[config.mk]
export PLATFORM = sky130hd
export DESIGN_NAME = move_input_arbiter
export DESIGN_NICKNAME = d
export VERILOG_FILES = /design/src/rtl/twenty48_pkg.sv /design/src/rtl/btn_press_detect.sv /design/src/rtl/move_input_arbiter.sv
export SDC_FILE = /design/constraint.sdc
export NUM_CORES = 1
export LEC_CHECK = 0
export CORE_MARGIN = 3
export CORE_UTILIZATION = 57
export DETAILED_ROUTE_END_ITERATION = 10
export HOLD_SLACK_MARGIN = 0.12
export PLACE_DENSITY = 0.81
export SLEW_MARGIN = 20
export SYNTH_ARGS = -nofsm -noshare
export SYNTH_HDL_FRONTEND = slang
export SYNTH_SLANG_ARGS = --single-unit
[constraint.sdc]
create_clock -name clk -period 1.5 [get_ports clk]
set_input_delay 0.3 -clock clk [delete_from_list [all_inputs] [get_ports clk]]
set_output_delay 0.3 -clock clk [all_outputs]
set_load 0.02 [all_outputs]
[src/rtl/twenty48_pkg.sv]
// ----------------------------------------------------------------------------
// twenty48_pkg
//   Shared types for the 2048 game datapath. It provides the direction code
//   that travels from the button front end to the board engine, and the
//   number of directions.
//   Ports: none (package).
// ----------------------------------------------------------------------------
package twenty48_pkg;

    typedef enum logic [1:0] {
        DIR_UP    = 2'd0,
        DIR_DOWN  = 2'd1,
        DIR_LEFT  = 2'd2,
        DIR_RIGHT = 2'd3
    } dir_t;

    localparam int NUM_DIRS = 4;

endpackage

[src/rtl/btn_press_detect.sv]
// ----------------------------------------------------------------------------
// btn_press_detect
//   Debounces one already-synchronised button and emits exactly one
//   registered single-cycle pulse per press. A press registers on the
//   (DEBOUNCE_CYCLES+1)th consecutive high sample. The channel must then see
//   a low sample before it can fire again. Reset leaves the channel disarmed,
//   so a button held through reset has to be released before it counts.
//
//   Ports:
//     clk    in   1  system clock
//     rst    in   1  synchronous active-high reset
//     btn    in   1  raw button level
//     press  out  1  one-cycle press pulse (registered)
// ----------------------------------------------------------------------------
module btn_press_detect #(
    parameter int DEBOUNCE_CYCLES = 4
) (
    input  logic clk,
    input  logic rst,
    input  logic btn,
    output logic press
);

    localparam int CNT_MAX = DEBOUNCE_CYCLES + 1;
    localparam int CNT_W   = $clog2(CNT_MAX + 1);

    logic [CNT_W-1:0] count;
    logic             armed;

    // The counter saturates instead of wrapping, so a long hold can never
    // produce a second pulse. The pulse fires on the sample that takes the
    // count from DEBOUNCE_CYCLES to DEBOUNCE_CYCLES+1.
    always_ff @(posedge clk) begin
        if (rst) begin
            count <= '0;
            armed <= 1'b0;
            press <= 1'b0;
        end else if (!btn) begin
            count <= '0;
            armed <= 1'b1;
            press <= 1'b0;
        end else begin
            if (count != CNT_W'(CNT_MAX)) begin
                count <= count + 1'b1;
            end
            if (armed && (count == CNT_W'(DEBOUNCE_CYCLES))) begin
                press <= 1'b1;
                armed <= 1'b0;
            end else begin
                press <= 1'b0;
            end
        end
    end

endmodule

[src/rtl/move_input_arbiter.sv]
// ----------------------------------------------------------------------------
// move_input_arbiter
//   Turns the four direction buttons into a stream of single move commands.
//   Each button has its own press detector. Presses in the same cycle are
//   resolved round-robin. Accepted moves wait in a small circular FIFO that
//   the board engine drains over a valid/ready handshake. Any discarded press,
//   whether it lost arbitration or found the FIFO full, sets a sticky flag.
//
//   Ports:
//     clk         in   1  system clock
//     rst         in   1  synchronous active-high reset
//     btn         in   4  buttons [0]=UP [1]=DOWN [2]=LEFT [3]=RIGHT
//     move_valid  out  1  FIFO holds a move
//     move_dir    out  2  head move direction code
//     move_ready  in   1  board engine takes the head move this cycle
//     dropped     out  1  sticky: some press was discarded since reset
// ----------------------------------------------------------------------------
module move_input_arbiter
    import twenty48_pkg::*;
#(
    parameter int DEBOUNCE_CYCLES = 4,
    parameter int QUEUE_DEPTH     = 2
) (
    input  logic       clk,
    input  logic       rst,
    input  logic [3:0] btn,
    output logic       move_valid,
    output logic [1:0] move_dir,
    input  logic       move_ready,
    output logic       dropped
);

    localparam int PTR_W = (QUEUE_DEPTH > 1) ? $clog2(QUEUE_DEPTH) : 1;
    localparam int CNT_W = $clog2(QUEUE_DEPTH + 1);

    logic [NUM_DIRS-1:0] press;
    logic [1:0]          rr_ptr;
    dir_t                winner;
    logic                win_valid;
    logic                multi_press;

    dir_t                fifo_mem [QUEUE_DEPTH];
    logic [PTR_W-1:0]    head;
    logic [PTR_W-1:0]    tail;
    logic [CNT_W-1:0]    count;
    logic                full;
    logic                pop;
    logic                push;

    for (genvar i = 0; i < NUM_DIRS; i++) begin : g_detect
        btn_press_detect #(
            .DEBOUNCE_CYCLES(DEBOUNCE_CYCLES)
        ) u_detect (
            .clk  (clk),
            .rst  (rst),
            .btn  (btn[i]),
            .press(press[i])
        );
    end

    function automatic logic [PTR_W-1:0] wrap_inc(input logic [PTR_W-1:0] p);
        return (p == PTR_W'(QUEUE_DEPTH - 1)) ? '0 : p + 1'b1;
    endfunction

    // Round-robin search starting at rr_ptr. The 2-bit index wraps 3->0 on
    // its own, so no explicit modulo is needed.
    always_comb begin
        winner    = DIR_UP;
        win_valid = 1'b0;
        for (int k = 0; k < NUM_DIRS; k++) begin
            if (!win_valid && press[rr_ptr + 2'(k)]) begin
                win_valid = 1'b1;
                winner    = dir_t'(rr_ptr + 2'(k));
            end
        end
    end

    // Clearing the lowest set bit leaves something only if two or more
    // presses arrived together.
    assign multi_press = (press & (press - 1'b1)) != '0;

    assign move_valid = (count != '0);
    assign move_dir   = move_valid ? fifo_mem[head] : DIR_UP;
    assign full       = (count == CNT_W'(QUEUE_DEPTH));
    assign pop        = move_valid && move_ready;
    assign push       = win_valid && (!full || pop);

    // FIFO storage needs no reset. Entries are only observed through head
    // while count is non-zero.
    always_ff @(posedge clk) begin
        if (push) begin
            fifo_mem[tail] <= winner;
        end
    end

    // The FIFO pointers, the occupancy count, the round-robin pointer and the
    // sticky drop flag. A winner is only lost when it finds the FIFO full and
    // no pop is freeing a slot in the same cycle.
    always_ff @(posedge clk) begin
        if (rst) begin
            head    <= '0;
            tail    <= '0;
            count   <= '0;
            rr_ptr  <= 2'd0;
            dropped <= 1'b0;
        end else begin
            if (pop) begin
                head <= wrap_inc(head);
            end
            if (push) begin
                tail <= wrap_inc(tail);
            end
            case ({push, pop})
                2'b10:   count <= count + 1'b1;
                2'b01:   count <= count - 1'b1;
                default: count <= count;
            endcase
            if (win_valid) begin
                rr_ptr <= 2'(winner) + 2'd1;
            end
            if (multi_press || (win_valid && !push)) begin
                dropped <= 1'b1;
            end
        end
    end

endmodule

==> results of run 1 <==
## state kept, by name, indices dropped and copies added (netlist names), named ones only
register,count
g_detect.u_detect.count,12
fifo_mem,4
g_detect.u_detect.armed,4
g_detect.u_detect.press,4
count,2
dropped,1
head,1
rr_ptr,1
tail,1
## synth_stat cells, drive strengths merged
cell type / number / area share, %
or4: 1 / 0.49
nand2: 23 / 5.6
a221o: 1 / 0.65
o22a: 1 / 0.57
inv: 12 / 2.9
ha: 12 / 9.8
a211o: 1 / 0.57
and2: 1 / 0.41
mux2i: 3 / 2.0
edfxtp: 4 / 7.8
nor2b: 1 / 0.90
xnor2: 7 / 4.0
nor4: 1 / 1.4
nor3: 7 / 2.3
nor2: 29 / 7.1
nand2b: 4 / 1.6
nand3: 9 / 2.9
o221ai: 1 / 0.57
nor3b: 1 / 0.49
o21ai: 3 / 0.98
a21o: 1 / 0.49
buf: 1 / 0.33
xor2: 1 / 0.57
a21oi: 15 / 5.1
or3: 1 / 0.41
clkbuf: 3 / 0.73
a211oi: 2 / 1.3
dfxtp: 28 / 37
maj3: 2 / 1.4
## metrics by stage
stage               setup WS [ns]  TNS [ns]  utilization, %
CTS                       0.00818         0            71.0
global placement          -0.0881    -0.176            68.0
floorplan                  0.0697         0               -
detailed placement         -0.143    -0.290            68.0
global route              -0.0249   -0.0249            70.7
finish                     0.0316         0            70.7
## layout by cell type (no fill, tap or decap), types with 2 or more instances in the layout
| cell | count |
|---|---|
| mux2i_1 | 3 |
| nor2_1 | 28 |
| a21oi_1 | 14 |
| clkdlybuf4s50_1 | 6 |
| edfxtp_1 | 4 |
| xnor2_1 | 7 |
| dfxtp_1 | 23 |
| buf_4 | 8 |
| clkbuf_2 | 2 |
| clkbuf_8 | 2 |
| nand3_1 | 9 |
| ha_1 | 12 |
| nand2b_1 | 4 |
| clkbuf_4 | 5 |
| o21ai_0 | 3 |
| dfxtp_2 | 5 |
| nor3_1 | 7 |
| nand2_1 | 23 |
| inv_1 | 12 |
## cell type report
class	count	area (um^2)	area share, %
clock buffer	8	68.8	3.86
inverter	12	45.0	2.52
multi-input combinational	128	802	45.0
sequential	32	687	38.5
tap	30	37.5	2.10
timing repair buffer	18	144	8.06
## metal layers
metal	global-route usage [%]	wire length [um]	vias up
li1	-	-	632
met1	22.2	1280	592
met2	37.6	1630	23
met3	4.01	112	6
met4	9.27	45	0
met5	0	0	-
## power groups by stage
| stage | Sequential (mW) | Combinational, mW | Clock [mW] |
|---|---|---|---|
| after CTS | 0.899 | 0.0976 | 0.570 |
| after global routing | 0.902 | 0.112 | 0.609 |
| after global placement | 0.917 | 0.0893 | 0 |
| after detailed placement | 0.919 | 0.0971 | 0 |
| after floorplan | 0.915 | 0.0559 | 0 |
| final | 0.899 | 0.0977 | 0.559 |
## worst min-delay path, stage by stage, from the launching register on
cell and delay [ns]:
dfxtp_1 0.32, nand3_1 0.07, nor2_1 0.04
## worst max-delay path by stage
stage / slack (ns) / cells after the start / to / startpoint
after detailed placement: -0.14 / 4 / fifo_mem[1][0] / move_ready
after CTS: 0.008 / 3 / move_dir[1] / register
after global placement: -0.09 / 4 / fifo_mem[1][0] / move_ready
after global routing: -0.02 / 5 / rr_ptr[1] / g_detect[0].u_detect.press
final: 0.03 / 5 / rr_ptr[1] / g_detect[0].u_detect.press
after floorplan: 0.07 / 6 / count[0] / g_detect[1].u_detect.press
## cells by family (layout without fill, tap and decap cells)
| group | Yosys count | after routing | synth area share [%] |
|---|---|---|---|
| flops | 32 | 32 | 44.4 |
| xor+xnor | 8 | 8 | 4.57 |
| fa+ha+maj | 14 | 14 | 11.2 |
| simple gates | 78 | 78 | 23.7 |
| buf+inv | 16 | 38 | 4.00 |
| compound gates | 25 | 25 | 10.3 |
| mux | 3 | 3 | 1.96 |
## repair_timing
action | CTS | global route
cloned | 0 | 0
endpoints found under the setup margin | 5 | 6
pin swaps | 0 | 0
gates resized for setup | 12 | 6
hold buffers | 0 | 0
==> results.toml, run 1 <==
[status]
outcome = "complete, no violations"

[pwr]
power_frac_seq_pct = 57.8
pwr_density_cell_nw_per_um2 = 872
switching_power_mw = 0.350
p_int_mw = 1.21
switching_share_pct = 22.5
p_leak_nw = 0.725
clockPowerShare_pct = 35.9
pwr-share-comb_pct = 6.3
vdd_ir_drop_max_uv = 891
power_mw = 1.56

[cts]
path_clk_slew_ns = 0.10
h-tree-depth = 2
clk_latency_ns = 0.33
cts_root_buffer = "clkbuf_4"
cts_setup_buffers = 0
cts_tree = "yes"
cts_made_buffers = 5
clock_sinks = 32
clk_path_buf_depth = 2

[sta]
period_share_pct = 97.9
hold_viol_final = 0
setup-violations-final = 0
hold_slack_ns = 0.458
rsz0062_at_grt = "yes"
worst_pin_slew_ns = 0.349
fin_skew_ns = 0.00344
fmax_mhz = 681
slew_violations = 0
slew-limit-headroom_pct = 76.6
finalCriticalPeriod_ns = 1.47

[worst_hold_path]
hold_path_end = "g_detect[0].u_detect.press"
whs_path_depth = 2
min_from = "g_detect[0].u_detect.armed"
hp-class = "register to register"

[grt]
antenna_found_initial = 0
grt_pass1_wl_mm = 5.27
track_usage_pct = 20.4
grt-ovfl-total = 0
grt_pass1_vias = 1261
grt_max_degree = 11

[setup_path]
rr_startpoint = "g_detect[0].u_detect.press"
r2r_end = "rr_ptr[1]"
crit_family = "compound AO/OA/AOI/OAI gates"
worstPathCellList = "nor2b_4, a211o_1, a21oi_4, xnor2_1, a211oi_2"
critPathCaptureType = "register"
cp-start-kind = "register"
required_ns = 1.75
reg2reg_slack_ns = 0.03
worst-path-buf-inv = 0
crit_path_max_fanout = 8
arrival_ns = 1.72
slowest_stage = "dfxtp_2"
slowest_delay_ns = 0.38
rr_worst_depth = 5
critPathKind = "register to register"

[job]
maxCapViolations = 0

[place]
place_area_um2 = 1720
io_buffers = 10
dp_cells = 220
dp_hpwl_mm = 2.23
place_congestion = 0.885

[yosys]
avgSynthCellArea_um2 = 8.72
syn-num-nets = 195
ys_types = 32
syn_inst = 176
netlist_area_um2 = 1530
synth_seq_cells = 32
yosys_warnings = 0
synth_seq_area_share_pct = 44.4

[floorplan]
ios = 11
die_w_um = 57.9
die_area_um2 = 3350
die_h_um = 57.9
coreArea_um2 = 2520
rows = 18
start_util_pct = 60.8

[drt]
drt-initial-drc-count = 62
final_antenna_net_count = 0
drc = 0
wire_per_inst_um = 13.5
drt_pass1_iterations = 4
wirelength_mm = 3.08
avgViaCountPerCell = 5.50
vias = 1253

[finish]
syn_to_final_growth_pct = 16.3
drive_gt1_share_pct = 14.6
final_area_um2 = 1780
fill_cells = 225
diodes = 0
nets = 216
stdcell_count = 228
(Power assumes the default switching activity.)
==> inputs of run 2 (changes only) <==
--- a/config.mk
+++ b/config.mk
@@ -5,11 +5,12 @@
 export SDC_FILE = /design/constraint.sdc
 export NUM_CORES = 1
 export LEC_CHECK = 0
+export ABC_CLOCK_PERIOD_IN_PS = 1500
 export CORE_MARGIN = 3
-export CORE_UTILIZATION = 57
+export CORE_UTILIZATION = 50
 export DETAILED_ROUTE_END_ITERATION = 10
 export HOLD_SLACK_MARGIN = 0.12
-export PLACE_DENSITY = 0.81
+export PLACE_DENSITY = 0.73
 export SLEW_MARGIN = 20
 export SYNTH_ARGS = -nofsm -noshare
 export SYNTH_HDL_FRONTEND = slang
==> results.toml, run 2 (same netlist as run 1, synthesis figures left out) <==
[sta]
slew-limit-headroom_pct = 75.3
setup-violations-final = 0
finalCriticalPeriod_ns = 1.43
fin_ws_ns = 0.0697
period_share_pct = 95.4
worst_pin_slew_ns = 0.370
fin_skew_ns = 0.00740
setup_tns_ns = 0
slew_violations = 0
fmax_mhz = 699
hold_viol_final = 0

[pwr]
p_leak_nw = 0.711
pwr-share-comb_pct = 6.2
clockPowerShare_pct = 33.6
power_frac_seq_pct = 60.2
power_mw = 1.49
pwr_density_cell_nw_per_um2 = 849
switching_share_pct = 22.9
switching_power_mw = 0.341
vdd_ir_drop_max_uv = 515
p_int_mw = 1.15

[cts]
h-tree-depth = 2
clk_latency_ns = 0.33
clock_sinks = 32
cts_root_buffer = "clkbuf_4"
cts_tree = "yes"
path_clk_slew_ns = 0.10
cts_made_buffers = 5
clk_path_buf_depth = 2
holdBufCountCts = 0

[grt]
grt_pass1_vias = 1078
grt-ovfl-total = 0
antenna_found_initial = 0
track_usage_pct = 16.2
grt_max_degree = 11
grt_pass1_wl_mm = 4.42

[finish]
largest_register_ffs = 12
diodes = 0
final_cell_mix = "nor2_1, nand2_1, dfxtp_1, a21oi_1"
drive_gt1_share_pct = 14.8
fill_cells = 261
stdcell_count = 227
top_register = "g_detect.u_detect.count"
syn_to_final_growth_pct = 14.5
nets = 214
layout_commonest_cell = "nor2_1"

[place]
dp_hpwl_mm = 1.95
place_congestion = 0.742
post-place-ws_ns = -0.160
io_buffers = 10
dp_cells = 217

[job]
maxCapViolations = 0

[setup_path]
critPathCaptureType = "register"
required_ns = 1.72
crit_path_max_fanout = 9
rr_startpoint = "g_detect[1].u_detect.press"
critPathKind = "register to register"
cp-startpoint = "g_detect[1].u_detect.press"
arrival_ns = 1.65
cp-start-kind = "register"
rr_worst_depth = 5

[drt]
wire_per_inst_um = 11.2
drt_pass1_iterations = 4
drt-initial-drc-count = 44
avgViaCountPerCell = 5.11
final_antenna_net_count = 0
drc = 0
vias = 1161
wirelength_mm = 2.55

[floorplan]
die_h_um = 61.4
ios = 11
start_util_pct = 54.2
coreArea_um2 = 2830
die_w_um = 61.4
die_area_um2 = 3770
rows = 19

[worst_hold_path]
min_from = "g_detect[3].u_detect.armed"
whs_path_depth = 2
hp-class = "register to register"

[status]
outcome = "complete, no violations"
[run 2: cell count changes in the layout (fill, tap and decap cells not counted)]
cell      before  now
a21oi_2        0    1
a21oi_4        1    0
buf_2          1    2
buf_4          8    6
clkbuf_1       1    0
clkbuf_2       2    1
clkbuf_8       2    1
clkinv_2       0    2
dfxtp_1       23   22
dfxtp_2        5    6
[run 2: path summary, 6_finish.rpt]
kind / slack [ns] / to
max reg2reg: 0.07 / count[0]
min reg2reg: 0.46 / g_detect[3].u_detect.press
min: 0.46 / g_detect[3].u_detect.press
max: 0.07 / count[0]
[run 2: final cells by class]
cell class                      instances  area, um^2  share of cell area, %
Multi-Input combinational cell        128         795                   45.2
Tap cell                               31        38.8                   2.21
Inverter                               12        45.0                   2.56
Timing Repair Buffer                   16         129                   7.34
Clock buffer                            6        51.3                   2.92
Clock inverter                          2        10.0                  0.570
Sequential cell                        32         688                   39.2
[run 2: what timing repair did]
action | CTS | global route
buffers inserted | 0 | 2
gates resized for setup | 11 | 8
endpoints found under the setup margin | 4 | 6
pin swaps | 0 | 1
gates cloned | 0 | 0
[run 2: metrics by stage]
| step | cell area [um^2] | hold slack (ns) | util [%] |
|---|---|---|---|
| floorplan | 1530 | 0.379 | - |
| global placement | 1690 | 0.444 | 59.6 |
| detailed placement | 1690 | 0.449 | 59.6 |
| CTS | 1750 | 0.469 | 62.0 |
| global route | 1760 | 0.485 | 62.1 |
| finish | 1760 | 0.455 | 62.1 |
[run 2: layer usage]
metal,wire length (um),share of wire (%),vias to the layer above,track usage (%)
met4,53,2.1,0,7.88
met2,1270,50,11,26.7
met1,1150,45,518,18.3
li1,-,-,626,-
met3,79,3.1,6,6.29
met5,0,0,-,0
[run 2: power groups by stage]
stage	registers, mW	clock network (mW)	logic [mW]
4_1_cts	0.899	0.534	0.0930
2_1_floorplan	0.915	0	0.0559
3_3_place_gp	0.917	0	0.0865
5_1_grt	0.902	0.574	0.106
6_report	0.898	0.501	0.0924
3_5_place_dp	0.919	0	0.0924
[run 2: critical path, stage by stage, from the launching register on]
cell and delay (ns):
dfxtp_2 0.38, or4_1 0.61, nor2_1 0.12, a21oi_1 0.06
nor2_1 0.09, a211oi_1 0.06
==> inputs of run 3 (changes only) <==
--- a/config.mk
+++ b/config.mk
@@ -5,12 +5,12 @@
 export SDC_FILE = /design/constraint.sdc
 export NUM_CORES = 1
 export LEC_CHECK = 0
-export ABC_CLOCK_PERIOD_IN_PS = 1500
+export ABC_CLOCK_PERIOD_IN_PS = 1510
 export CORE_MARGIN = 3
 export CORE_UTILIZATION = 50
 export DETAILED_ROUTE_END_ITERATION = 10
 export HOLD_SLACK_MARGIN = 0.12
-export PLACE_DENSITY = 0.73
+export PLACE_DENSITY = 0.71
 export SLEW_MARGIN = 20
 export SYNTH_ARGS = -nofsm -noshare
 export SYNTH_HDL_FRONTEND = slang
==> constraint.sdc (replaced) <==
create_clock -name clk -period 1.51 [get_ports clk]
set_input_delay 0.302 -clock clk [delete_from_list [all_inputs] [get_ports clk]]
set_output_delay 0.302 -clock clk [all_outputs]
set_load 0.02 [all_outputs]
==> results.toml, run 3 (same netlist as run 1, synthesis figures left out) <==
[drt]
wire_per_inst_um = 11.2
avgViaCountPerCell = 5.34
drc = 0
wirelength_mm = 2.53
final_antenna_net_count = 0
drt-initial-drc-count = 33
drt_pass1_iterations = 4
vias = 1207

[floorplan]
die_h_um = 61.4
ios = 11
start_util_pct = 54.2
die_area_um2 = 3770
rows = 19
coreArea_um2 = 2830
die_w_um = 61.4

[finish]
diodes = 0
stdcell_count = 226
final_cell_mix = "nor2_1, nand2_1, dfxtp_1, a21oi_1"
nets = 213
layout_commonest_cell = "nor2_1"
fill_cells = 269
top_register = "g_detect.u_detect.count"
syn_to_final_growth_pct = 15.1
largest_register_ffs = 12
drive_gt1_share_pct = 14.4

[setup_path]
crit_family = "simple AND/OR/NAND/NOR gates"
slowest_stage = "or4_1"
crit_path_max_fanout = 5
reg2reg_slack_ns = 0.09
critPathKind = "register to register"
rr_startpoint = "g_detect[2].u_detect.press"
r2r_end = "count[0]"
critPathCaptureType = "register"
crit_end = "count[0]"
worstSetupPathDepth = 6
crit_top_cell = "nor2_1"
required_ns = 1.73
rr_worst_depth = 6
arrival_ns = 1.64
worst-path-buf-inv = 1
cp-startpoint = "g_detect[2].u_detect.press"
cp-start-kind = "register"
slowest_delay_ns = 0.48
worstPathCellList = "buf_4, or4_1, nor2_1, a21oi_2, nor2_1, a211oi_1"

[cts]
clock_sinks = 32
h-tree-depth = 2
cts_tree = "yes"
path_clk_slew_ns = 0.10
clk_latency_ns = 0.34
clk_path_buf_depth = 2
cts_made_buffers = 5
cts_root_buffer = "clkbuf_4"

[grt]
track_usage_pct = 16.3
grt_max_degree = 11
antenna_found_initial = 0
grt-ovfl-total = 0
grt_pass1_wl_mm = 4.31
grt_pass1_vias = 1036

[place]
dp_hpwl_mm = 1.93
place_congestion = 0.736
io_buffers = 10
dp_cells = 217

[pwr]
clockPowerShare_pct = 36.2
vdd_ir_drop_max_uv = 704
switching_power_mw = 0.346
switching_share_pct = 22.5
p_int_mw = 1.19
p_leak_nw = 0.710
power_frac_seq_pct = 57.8
pwr-share-comb_pct = 6.1
pwr_density_cell_nw_per_um2 = 871

[sta]
finalCriticalPeriod_ns = 1.42
slew_violations = 0
period_share_pct = 94.2
setup_tns_ns = 0
slew-limit-headroom_pct = 76.8
worst_pin_slew_ns = 0.346
hold_viol_final = 0
fmax_mhz = 703
rsz0062_at_grt = "no"
fin_skew_ns = 0.0116
setup-violations-final = 0

[worst_hold_path]
hp-class = "register to register"
whs_path_depth = 2

[job]
maxCapViolations = 0

[status]
outcome = "complete, no violations"
[run 3: per-stage QoR]
stage | worst slack [ns] | power (mW) | util, % | instance area (um^2) | hold slack, ns
5_1_grt | 0.0106 | 1.62 | 62.4 | 1770 | 0.474
3_3_place_gp | -0.0860 | 0.997 | 59.6 | 1690 | 0.443
4_1_cts | 0.0176 | 1.56 | 62.2 | 1760 | 0.466
3_5_place_dp | -0.128 | 1.01 | 59.6 | 1690 | 0.452
6_report | 0.0874 | 1.54 | 62.4 | 1770 | 0.454
2_1_floorplan | 0.0797 | 0.964 | - | 1530 | 0.381
[run 3: per-layer routing]
metal / share of wire, % / up-vias / routed length, um / global-route usage, %
met5: 0 / - / 0 / 0
met4: 2.3 / 0 / 59 / 8.18
met3: 4.5 / 5 / 113 / 7.55
met2: 50 / 15 / 1270 / 27.3
met1: 43 / 563 / 1090 / 17.1
li1: - / 624 / - / -
[run 3: timing repair]
item,4_1_cts,5_1_grt
hold buffers,0,0
setup endpoints to repair,4,8
resized for setup,11,11
pin swaps,0,4
setup buffers,0,1
[run 3: worst min path at each step]
| stage | from | end | slack (ns) |
|---|---|---|---|
| 2_1_floorplan | rst | count[1] | 0.38 |
| 3_3_place_gp | g_detect[0].u_detect.armed | g_detect[0].u_detect.armed | 0.44 |
| 3_5_place_dp | g_detect[0].u_detect.armed | g_detect[0].u_detect.armed | 0.45 |
| 4_1_cts | g_detect[2].u_detect.armed | g_detect[2].u_detect.press | 0.47 |
| 5_1_grt | g_detect[2].u_detect.armed | g_detect[2].u_detect.press | 0.47 |
| 6_report | g_detect[2].u_detect.armed | g_detect[2].u_detect.press | 0.45 |
[run 3: power by group through the flow]
stage / registers (mW) / clock network, mW / logic, mW
after floorplan: 0.909 / 0 / 0.0555
after global placement: 0.911 / 0 / 0.0864
after detailed placement: 0.913 / 0 / 0.0940
after CTS: 0.893 / 0.574 / 0.0947
after global routing: 0.892 / 0.618 / 0.107
final: 0.889 / 0.556 / 0.0935
[run 3: worst min-delay path, delay by kind of cell, from the launching register on]
kind	cells	cell delay, ns
DFF	1	0.32
and+or+nand+nor	2	0.10
[run 3: final cells by class]
| cell class | count | area (um^2) | area share (%) |
|---|---|---|---|
| multi-input cells | 128 | 798 | 45.2 |
| flip-flops and latches | 32 | 693 | 39.3 |
| clock buffers | 8 | 68.8 | 3.90 |
| repair buffers | 15 | 121 | 6.87 |
| well taps | 31 | 38.8 | 2.20 |
| inverters | 12 | 45.0 | 2.55 |
